[src/rtl/mips_alu_pkg.sv]
// Shared ALU select codes, HI/LO operation codes and sequencer state encoding
// used by the MULT/DIV controller that sits beside the EX stage.
package mips_alu_pkg;

  // ALU select codes driven onto alu_s
  localparam logic [3:0] ALU_SLL = 4'b0000;
  localparam logic [3:0] ALU_SRA = 4'b0001;
  localparam logic [3:0] ALU_SRL = 4'b0010;
  localparam logic [3:0] ALU_MUL = 4'b0011;
  localparam logic [3:0] ALU_DIV = 4'b0100;
  localparam logic [3:0] ALU_NOP = 4'b1111;

  // Operation codes issued by decode on the op port
  typedef enum logic [1:0] {
    HILO_MULT = 2'b00,
    HILO_DIV  = 2'b01,
    HILO_MTHI = 2'b10,
    HILO_MTLO = 2'b11
  } hilo_op_e;

  // Sequencer state
  typedef enum logic [1:0] {
    IDLE = 2'b00,
    MUL  = 2'b01,
    DIV  = 2'b10
  } hilo_state_e;

  // ALU select that belongs to a given sequencer state
  function automatic logic [3:0] alu_sel_for(input hilo_state_e st);
    case (st)
      MUL:     return ALU_MUL;
      DIV:     return ALU_DIV;
      default: return ALU_NOP;
    endcase
  endfunction

endpackage

[src/rtl/hilo_muldiv_ctrl.sv]
// Multi-cycle MULT/DIV sequencer. Holds latched operands on the ALU for a
// fixed number of cycles, then captures Result1 into LO and Result2 into HI.
// Also services MTHI/MTLO directly from IDLE.
module hilo_muldiv_ctrl
  import mips_alu_pkg::*;
#(
  parameter int MUL_CYCLES = 4,
  parameter int DIV_CYCLES = 8,
  parameter int CNT_W      = 4
) (
  input  logic        clk,
  input  logic        rst,
  input  logic        start,
  input  logic [1:0]  op,
  input  logic [31:0] x,
  input  logic [31:0] y,
  input  logic        flush,
  output logic        ready,
  output logic        busy,
  output logic        done,
  output logic        div_zero,
  output logic [31:0] hi,
  output logic [31:0] lo,
  output logic [3:0]  alu_s,
  output logic [31:0] alu_x,
  output logic [31:0] alu_y,
  input  logic [31:0] alu_result1,
  input  logic [31:0] alu_result2
);

  localparam logic [CNT_W-1:0] MUL_LOAD = CNT_W'(MUL_CYCLES - 1);
  localparam logic [CNT_W-1:0] DIV_LOAD = CNT_W'(DIV_CYCLES - 1);

  hilo_state_e      state_reg, state_next;
  logic [CNT_W-1:0] cnt_reg, cnt_next;
  logic [31:0]      hi_reg, hi_next;
  logic [31:0]      lo_reg, lo_next;
  logic [31:0]      alu_x_reg, alu_x_next;
  logic [31:0]      alu_y_reg, alu_y_next;
  logic [3:0]       alu_s_reg, alu_s_next;
  logic             done_reg, done_next;
  logic             div_zero_reg, div_zero_next;

  // State, counter, operand and HI/LO registers
  always_ff @(posedge clk or posedge rst) begin
    if (rst) begin
      state_reg    <= IDLE;
      cnt_reg      <= '0;
      hi_reg       <= '0;
      lo_reg       <= '0;
      alu_x_reg    <= '0;
      alu_y_reg    <= '0;
      alu_s_reg    <= ALU_NOP;
      done_reg     <= 1'b0;
      div_zero_reg <= 1'b0;
    end else begin
      state_reg    <= state_next;
      cnt_reg      <= cnt_next;
      hi_reg       <= hi_next;
      lo_reg       <= lo_next;
      alu_x_reg    <= alu_x_next;
      alu_y_reg    <= alu_y_next;
      alu_s_reg    <= alu_s_next;
      done_reg     <= done_next;
      div_zero_reg <= div_zero_next;
    end
  end

  // Next-state and register-input decode; flush beats both start and completion
  always_comb begin
    state_next    = state_reg;
    cnt_next      = cnt_reg;
    hi_next       = hi_reg;
    lo_next       = lo_reg;
    alu_x_next    = alu_x_reg;
    alu_y_next    = alu_y_reg;
    done_next     = 1'b0;
    div_zero_next = 1'b0;

    case (state_reg)
      IDLE: begin
        if (start && !flush) begin
          case (hilo_op_e'(op))
            HILO_MULT: begin
              state_next = MUL;
              cnt_next   = MUL_LOAD;
              alu_x_next = x;
              alu_y_next = y;
            end
            HILO_DIV: begin
              state_next = DIV;
              cnt_next   = DIV_LOAD;
              alu_x_next = x;
              alu_y_next = y;
            end
            HILO_MTHI: hi_next = x;
            HILO_MTLO: lo_next = x;
            default: ;
          endcase
        end
      end

      MUL, DIV: begin
        if (flush) begin
          state_next = IDLE;
          alu_x_next = '0;
          alu_y_next = '0;
        end else if (cnt_reg != '0) begin
          cnt_next = cnt_reg - CNT_W'(1);
        end else begin
          // A zero divisor leaves HI/LO untouched and flags the condition instead
          if (state_reg == DIV && alu_y_reg == '0) begin
            div_zero_next = 1'b1;
          end else begin
            lo_next = alu_result1;
            hi_next = alu_result2;
          end
          done_next  = 1'b1;
          state_next = IDLE;
          alu_x_next = '0;
          alu_y_next = '0;
        end
      end

      default: state_next = IDLE;
    endcase

    // alu_s is registered, so it is decoded from the state being entered
    alu_s_next = alu_sel_for(state_next);
  end

  assign busy     = (state_reg != IDLE);
  assign ready    = !busy;
  assign done     = done_reg;
  assign div_zero = div_zero_reg;
  assign hi       = hi_reg;
  assign lo       = lo_reg;
  assign alu_s    = alu_s_reg;
  assign alu_x    = alu_x_reg;
  assign alu_y    = alu_y_reg;

endmodule

[config.mk]
export PLATFORM = sky130hd
export DESIGN_NAME = hilo_muldiv_ctrl
export DESIGN_NICKNAME = d
export VERILOG_FILES = /design/src/rtl/mips_alu_pkg.sv /design/src/rtl/hilo_muldiv_ctrl.sv
export SDC_FILE = /design/constraint.sdc
export NUM_CORES = 1
export LEC_CHECK = 0
export ABC_CLOCK_PERIOD_IN_PS = 7200
export CAP_MARGIN = 0
export CORE_ASPECT_RATIO = 2
export CORE_UTILIZATION = 25
export CTS_CLUSTER_DIAMETER = 80
export DETAILED_ROUTE_END_ITERATION = 12
export GPL_TIMING_DRIVEN = 1
export SETUP_SLACK_MARGIN = 0.5
export SLEW_MARGIN = 0
export SYNTH_ARGS = -nofsm -noshare
export SYNTH_HDL_FRONTEND = slang
export SYNTH_SLANG_ARGS = --single-unit
[constraint.sdc]
create_clock -name clk -period 7.2 [get_ports clk]
set_input_delay 1.08 -clock clk [delete_from_list [all_inputs] [get_ports clk]]
set_output_delay 1.08 -clock clk [all_outputs]
set_load 0.05 [all_outputs]
==> run metrics, run 1 <==
register area share after synthesis 0.539; Critical Path Source Type register; Detail Route Antenna Nets 0; Synth top area share 0.526; mux cell area share after synthesis 0.155; number of buffers created by CTS 17; RSZ-0062 raised after global routing no; xor/xnor share of the synthesized area 0; Seq cells post-synth 139; outcome finished clean; Die Height 229 µm; postcts setup bufs 0; Final Hold Vio Count 0; largest net degree at the start of global routing 75; EDFF count, synth 0; clk sinks 139; r2r startpoint state_reg[0]$_DFF_PP0_; Worst Tran Pin Value 1110 ps; drt first pass iters 7; WL/cell 17.0 µm; Vias 5215; die area 26500 µm²; top cells by area, synth dfrtp_1, mux2i_1, mux2_2; Post-synth top flop dfrtp_1; max cap viols 0; vias in the first global route 5623; share of layout cells above drive strength 1 0.0881; FF-to-FF setup slack 3560 ps; endpoints failing setup 0; Worst EP required 7550 ps; grt ovf 0; # nets final 1001; Hold Path Class reg2reg; Worst-Skew Late Latency 440 ps; I/O pins 270; reg2reg path depth 7; post-synthesis adder-cell area fraction 0.0116; slew margin rel. 0.260; Worst Hold Path Cells 1; Hold Path Origin alu_x[2]$_DFFE_PP0P_; global-route wire length before repair 31.5 mm; Max Transition Viols Final 0; syn avg cell area 10.8 µm²; final wirelength 20.5 mm; Yosys top cell by area dfrtp_1; drt drc 0; maximum clock path buffer count 2; crit path capture type register; Detailed Place HPWL 15.5 mm; CP max FO 74; Clock transition at path regs 60 ps; Post-Synthesis Cells 600; Port Buf Inserts 269; hold_buf cts 0; Starting DRT DRC Count 155; hold endpoint alu_x[2]$_DFFE_PP0P_; core area 25200 µm²; initial core utilization 0.256; fillcell total 2501; Post-Synth Simple-Gate Area 0.116; skew final 8.05 ps; CTS tree built; Compound-Gate Fraction of Synth Area 0.105; gp weighted congestion 0.800; area of the mapped netlist 6460 µm²; syn nets 740; GRT Total Usage 0.164; Antenna Cells 0; initial antenna violation count 0; Unique masters post-synth 40; Die W 116 µm; crit path time final 3640 ps; Layout area overhead 55.8%; final setup TNS 0 ps; Max Clk Rate 275 MHz; CTS root buf clkbuf_16; H-tree depth 4; critical register-to-register path endpoint lo[23]$_DFFE_PP0P_; final period utilization 0.505; synth warn 0; WS Path Type reg2reg; Critical Path AT 3990 ps; ys async rst share 1.00; Rows 82; post-CTS sizing 0; main combinational cell family by area after synthesis multiplexers; via/cell ratio 4.31
## critical path, cell delays in order (launching register included)
cell      delay [ps]
dfrtp_1          370
inv_1            100
ha_4             750
nor2_1           200
a2111o_1         500
a311oi_4         800
buf_4            540
mux2i_1          240
## how the worst max path moves through the flow
stage / slack [ps] / from / to / depth (start not counted)
2_1_floorplan: 2400 / rst / alu_x[0]$_DFFE_PP0P_ / 1
3_3_place_gp: 3100 / flush / alu_x[0]$_DFFE_PP0P_ / 5
3_5_place_dp: 3040 / flush / alu_x[1]$_DFFE_PP0P_ / 5
4_1_cts: 3440 / state_reg[0]$_DFF_PP0_ / alu_x[4]$_DFFE_PP0P_ / 6
5_1_grt: 3200 / state_reg[1]$_DFF_PP0_ / alu_x[29]$_DFFE_PP0P_ / 6
6_report: 3560 / state_reg[0]$_DFF_PP0_ / lo[23]$_DFFE_PP0P_ / 7
## synthesized netlist by cell type (all sizes together) (3+ instances only)
| cell type | count |
|---|---|
| dfrtp | 136 |
| inv | 76 |
| a21oi | 69 |
| mux2i | 64 |
| nand2 | 34 |
| nand2b | 34 |
| nor2b | 33 |
| o21ai | 33 |
| mux2 | 32 |
| clkbuf | 18 |
| buf | 11 |
| ha | 6 |
| nor4 | 6 |
| nand3 | 5 |
| a211oi | 4 |
| dlygate4sd1 | 4 |
| and3 | 3 |
| dfstp | 3 |
| nor2 | 3 |
| nor3 | 3 |
| o221ai | 3 |
## cells in the final DEF, fill, tap and decap left out, types with 3 or more instances in the layout
| cell type | n |
|---|---|
| clkbuf_1 | 6 |
| nor2_1 | 3 |
| dfstp_2 | 3 |
| clkbuf_16 | 17 |
| a211oi_1 | 4 |
| mux2_2 | 32 |
| and3_1 | 3 |
| clkdlybuf4s50_1 | 269 |
| nor2b_1 | 33 |
| o21ai_0 | 33 |
| mux2i_1 | 64 |
| nand2_1 | 34 |
| inv_1 | 75 |
| nand2b_1 | 34 |
| nand3_1 | 5 |
| dfrtp_1 | 136 |
| bufinv_16 | 4 |
| ha_1 | 5 |
| buf_4 | 6 |
| nor4_1 | 6 |
| a21oi_1 | 69 |
## routing by layer
metal | global-route usage | share of wire | wire, µm
met2 | 0.316 | 0.58 | 11900
met5 | 0 | 0 | 0
met3 | 0.0439 | 0.048 | 977
met1 | 0.153 | 0.34 | 6940
met4 | 0.0797 | 0.036 | 733
## cells by family after synthesis
family,count (synthesis)
flip-flops,139
AND/OR/NAND/NOR,132
AO/OA/AOI/OAI,118
buffers and inverters,109
multiplexers,96
adder cells (fa/ha/maj),6
## metrics by stage
stage / setup slack, ps / util / hold WS [ps] / cell area (µm²) / std cells
finish: 3560 / 0.399 / 500 / 10100 / 1210
detailed placement: 3040 / 0.375 / 492 / 9460 / 1178
CTS: 3440 / 0.399 / 504 / 10100 / 1210
global route: 3200 / 0.399 / 514 / 10100 / 1210
floorplan: 2400 / - / 522 / 6460 / 600
global placement: 3100 / 0.375 / 487 / 9460 / 1178
## final cells by class
cell class,count,area (µm²),share of cell area
multi-input cells,352,2530,0.251
inverters,76,290,0.0288
flip-flops and latches,139,3480,0.346
clock buffers,25,475,0.0472
clock inverters,7,138,0.0137
repair buffers,275,2740,0.272
well taps,336,420,0.0417
Power of run 1 is left out: the tool's default activity adds up to more than one toggle a clock period on the data nets, which glitch-free logic cannot reach.
==> inputs of run 2 (changes only) <==
Settings changed: ABC_CLOCK_PERIOD_IN_PS 7200 to 3210.
Clock period 7.2 ns to 3.21 ns, I/O delays scaled along.
==> run 2 against run 1 <==
Against the previous run: clock skew fell by 0.78 ps; sequential cell count unchanged; critical path depth increased by 2; worst hold slack better by 4.8 ps; worst setup slack worse by 3000 ps; core utilization rose by 1.3 points; via count grew 0.98%; non-clock buffer count up 15; cell area rose by 3.2%; wire length up 4.7%; register-to-register slack got worse by 3000 ps.
==> run metrics, run 2 (synthesized netlist as in run 1, its figures left out) <==
crit path capture type register (unchanged); Starting DRT DRC Count 151 (was 155); max cap viols 0 (unchanged); commonest cells after routing, fill and taps aside clkdlybuf4s50_1, dfrtp_1, inv_1 (unchanged); Peak VDD IR 778 µV; CTS root buf clkbuf_16 (unchanged); Die Height 229 µm (unchanged); Placed Area 9550 µm² (was 9460 µm²); initial core utilization 0.256 (unchanged); largest net degree at the start of global routing 79 (was 75); Worst Hold Path Cells 1 (unchanged); GRT Total Usage 0.161 (was 0.164); Max Clk Rate 378 MHz (was 275 MHz); drt first pass iters 4 (was 7); crit path time final 2650 ps (was 3640 ps); Hold Path Class reg2reg (unchanged); Most Used Layer, Global Route met2 (unchanged); # nets final 1016 (was 1001); final instance area 10400 µm² (was 10100 µm²); met1 usage 0.150 (was 0.153); Clock transition at path regs 60 ps (about the same); Detail Route Antenna Nets 0 (unchanged); Rows 82 (unchanged); number of buffers created by CTS 17 (unchanged); CTS tree built (unchanged); final setup TNS 0 ps (unchanged); Final Hold Vio Count 0 (unchanged); Worst EP required 3560 ps (was 7550 ps); WHS 505 ps (was 500 ps); CP max FO 16 (was 74); initial antenna violation count 1 (was 0); Power Dens Cells 1330 nW/µm²; Max Transition Viols Final 0 (unchanged); Port Buf Inserts 269 (unchanged); share of layout cells above drive strength 1 0.111 (was 0.0881); H-tree depth 4 (unchanged); vias in the first global route 5395 (was 5623); Die W 116 µm (unchanged); outcome finished clean (unchanged); grt ovf 0 (unchanged); Core Util, Final 0.412 (was 0.399); I/O pins 270 (unchanged); routing usage on met3 0.0397 (was 0.0439); Worst Tran Pin Value 802 ps (was 1110 ps); fillcell total 2484 (was 2501); final wirelength 21.5 mm (was 20.5 mm); most common cell after layout, fill and taps aside clkdlybuf4s50_1 (unchanged); RSZ-0062 raised after global routing no (unchanged); Vias 5266 (was 5215); Worst-Skew Late Latency 430 ps (was 440 ps); Detailed Place HPWL 15.8 mm (was 15.5 mm); global-route wire length before repair 30.7 mm (was 31.5 mm); slew margin rel. 0.464 (was 0.260); clk sinks 139 (unchanged); reg2reg path depth 9 (was 7); gp weighted congestion 0.794 (was 0.800); Pleak 4.42 nW; via/cell ratio 4.30 (was 4.31); Critical Path AT 2990 ps (was 3990 ps); maximum clock path buffer count 2 (unchanged); Critical Path Source Type register (unchanged); final period utilization 0.825 (was 0.505); hold_buf cts 0 (unchanged); core area 25200 µm² (unchanged); drt drc 0 (unchanged); global routing usage on met2 0.316 (about the same); die area 26500 µm² (unchanged); skew final 7.27 ps (was 8.05 ps); WL/cell 17.6 µm (was 17.0 µm); Layout area overhead 60.8% (was 55.8%); WS Path Type reg2reg (unchanged); endpoints failing setup 0 (unchanged)
## run 2: cell types whose count changed in the layout (fill, tap and decap cells not counted), sizes merged
cell           delta
buf              +13
bufinv            +3
clkbuf            -2
clkdlybuf4s50     -1
clkinv            -1
clkinvlp          +3
diode             +1
dlymetal6s2s      +1
inv               -1
## run 2: metal layers
| metal | up-vias | share of wire |
|---|---|---|
| li1 | 2564 | - |
| met1 | 2525 | 0.34 |
| met2 | 152 | 0.59 |
| met3 | 25 | 0.043 |
| met4 | 0 | 0.029 |
| met5 | - | 0 |
## run 2: layout make-up
class	count	area, µm²	area share
diodes	1	2.50	0.000241
clock buffers	21	470	0.0453
clock inverters	11	238	0.0229
inverters	76	289	0.0278
multi-input cells	352	2540	0.245
flip-flops and latches	139	3480	0.335
well taps	336	420	0.0404
repair buffers	290	2950	0.284
## run 2: power by group
group / switching [W] / total [W] / internal [W]
Clock: 0.000776 / 0.00237 / 0.00160
Sequential: 0.000507 / 0.00314 / 0.00264
Combinational: 0.00540 / 0.00833 / 0.00292
## run 2: final timing paths
check | from | endpoint | slack [ps]
min in group asynchronous | rst | lo[22]$_DFFE_PP0P_ | 540
max | cnt_reg[1]$_DFFE_PP0P_ | hi[4]$_DFFE_PP0P_ | 560
max in group asynchronous | rst | alu_s[3]$_DFF_PP1_ | 1930
max reg2reg | cnt_reg[1]$_DFFE_PP0P_ | hi[4]$_DFFE_PP0P_ | 560
min reg2reg | alu_x[16]$_DFFE_PP0P_ | alu_x[16]$_DFFE_PP0P_ | 500
min | alu_x[16]$_DFFE_PP0P_ | alu_x[16]$_DFFE_PP0P_ | 500
## run 2: per-stage QoR
| step | setup slack (ps) | cells | power [W] |
|---|---|---|---|
| after floorplan | 735 | 600 | 0.00867 |
| after global placement | 427 | 1187 | 0.0114 |
| after detailed placement | 353 | 1187 | 0.0114 |
| after CTS | 491 | 1219 | 0.0139 |
| after global routing | 492 | 1226 | 0.0146 |
| final | 561 | 1226 | 0.0138 |
## run 2: repair_timing
action / CTS / global route
pin swaps: 0 / 1
resized for setup: 3 / 12
buffers inserted: 0 / 3
cloned: 0 / 3
setup endpoints to repair: 33 / 62
## run 2: worst max-delay path, stage by stage (launching register included)
cell	delay, ps
dfrtp_1	370
inv_1	120
ha_4	160
or3b_4	410
a2111o_1	480
buf_4	160
a311oi_4	200
buf_4	230
buf_12	190
mux2i_1	220
Power figures use the tool's default switching activity.
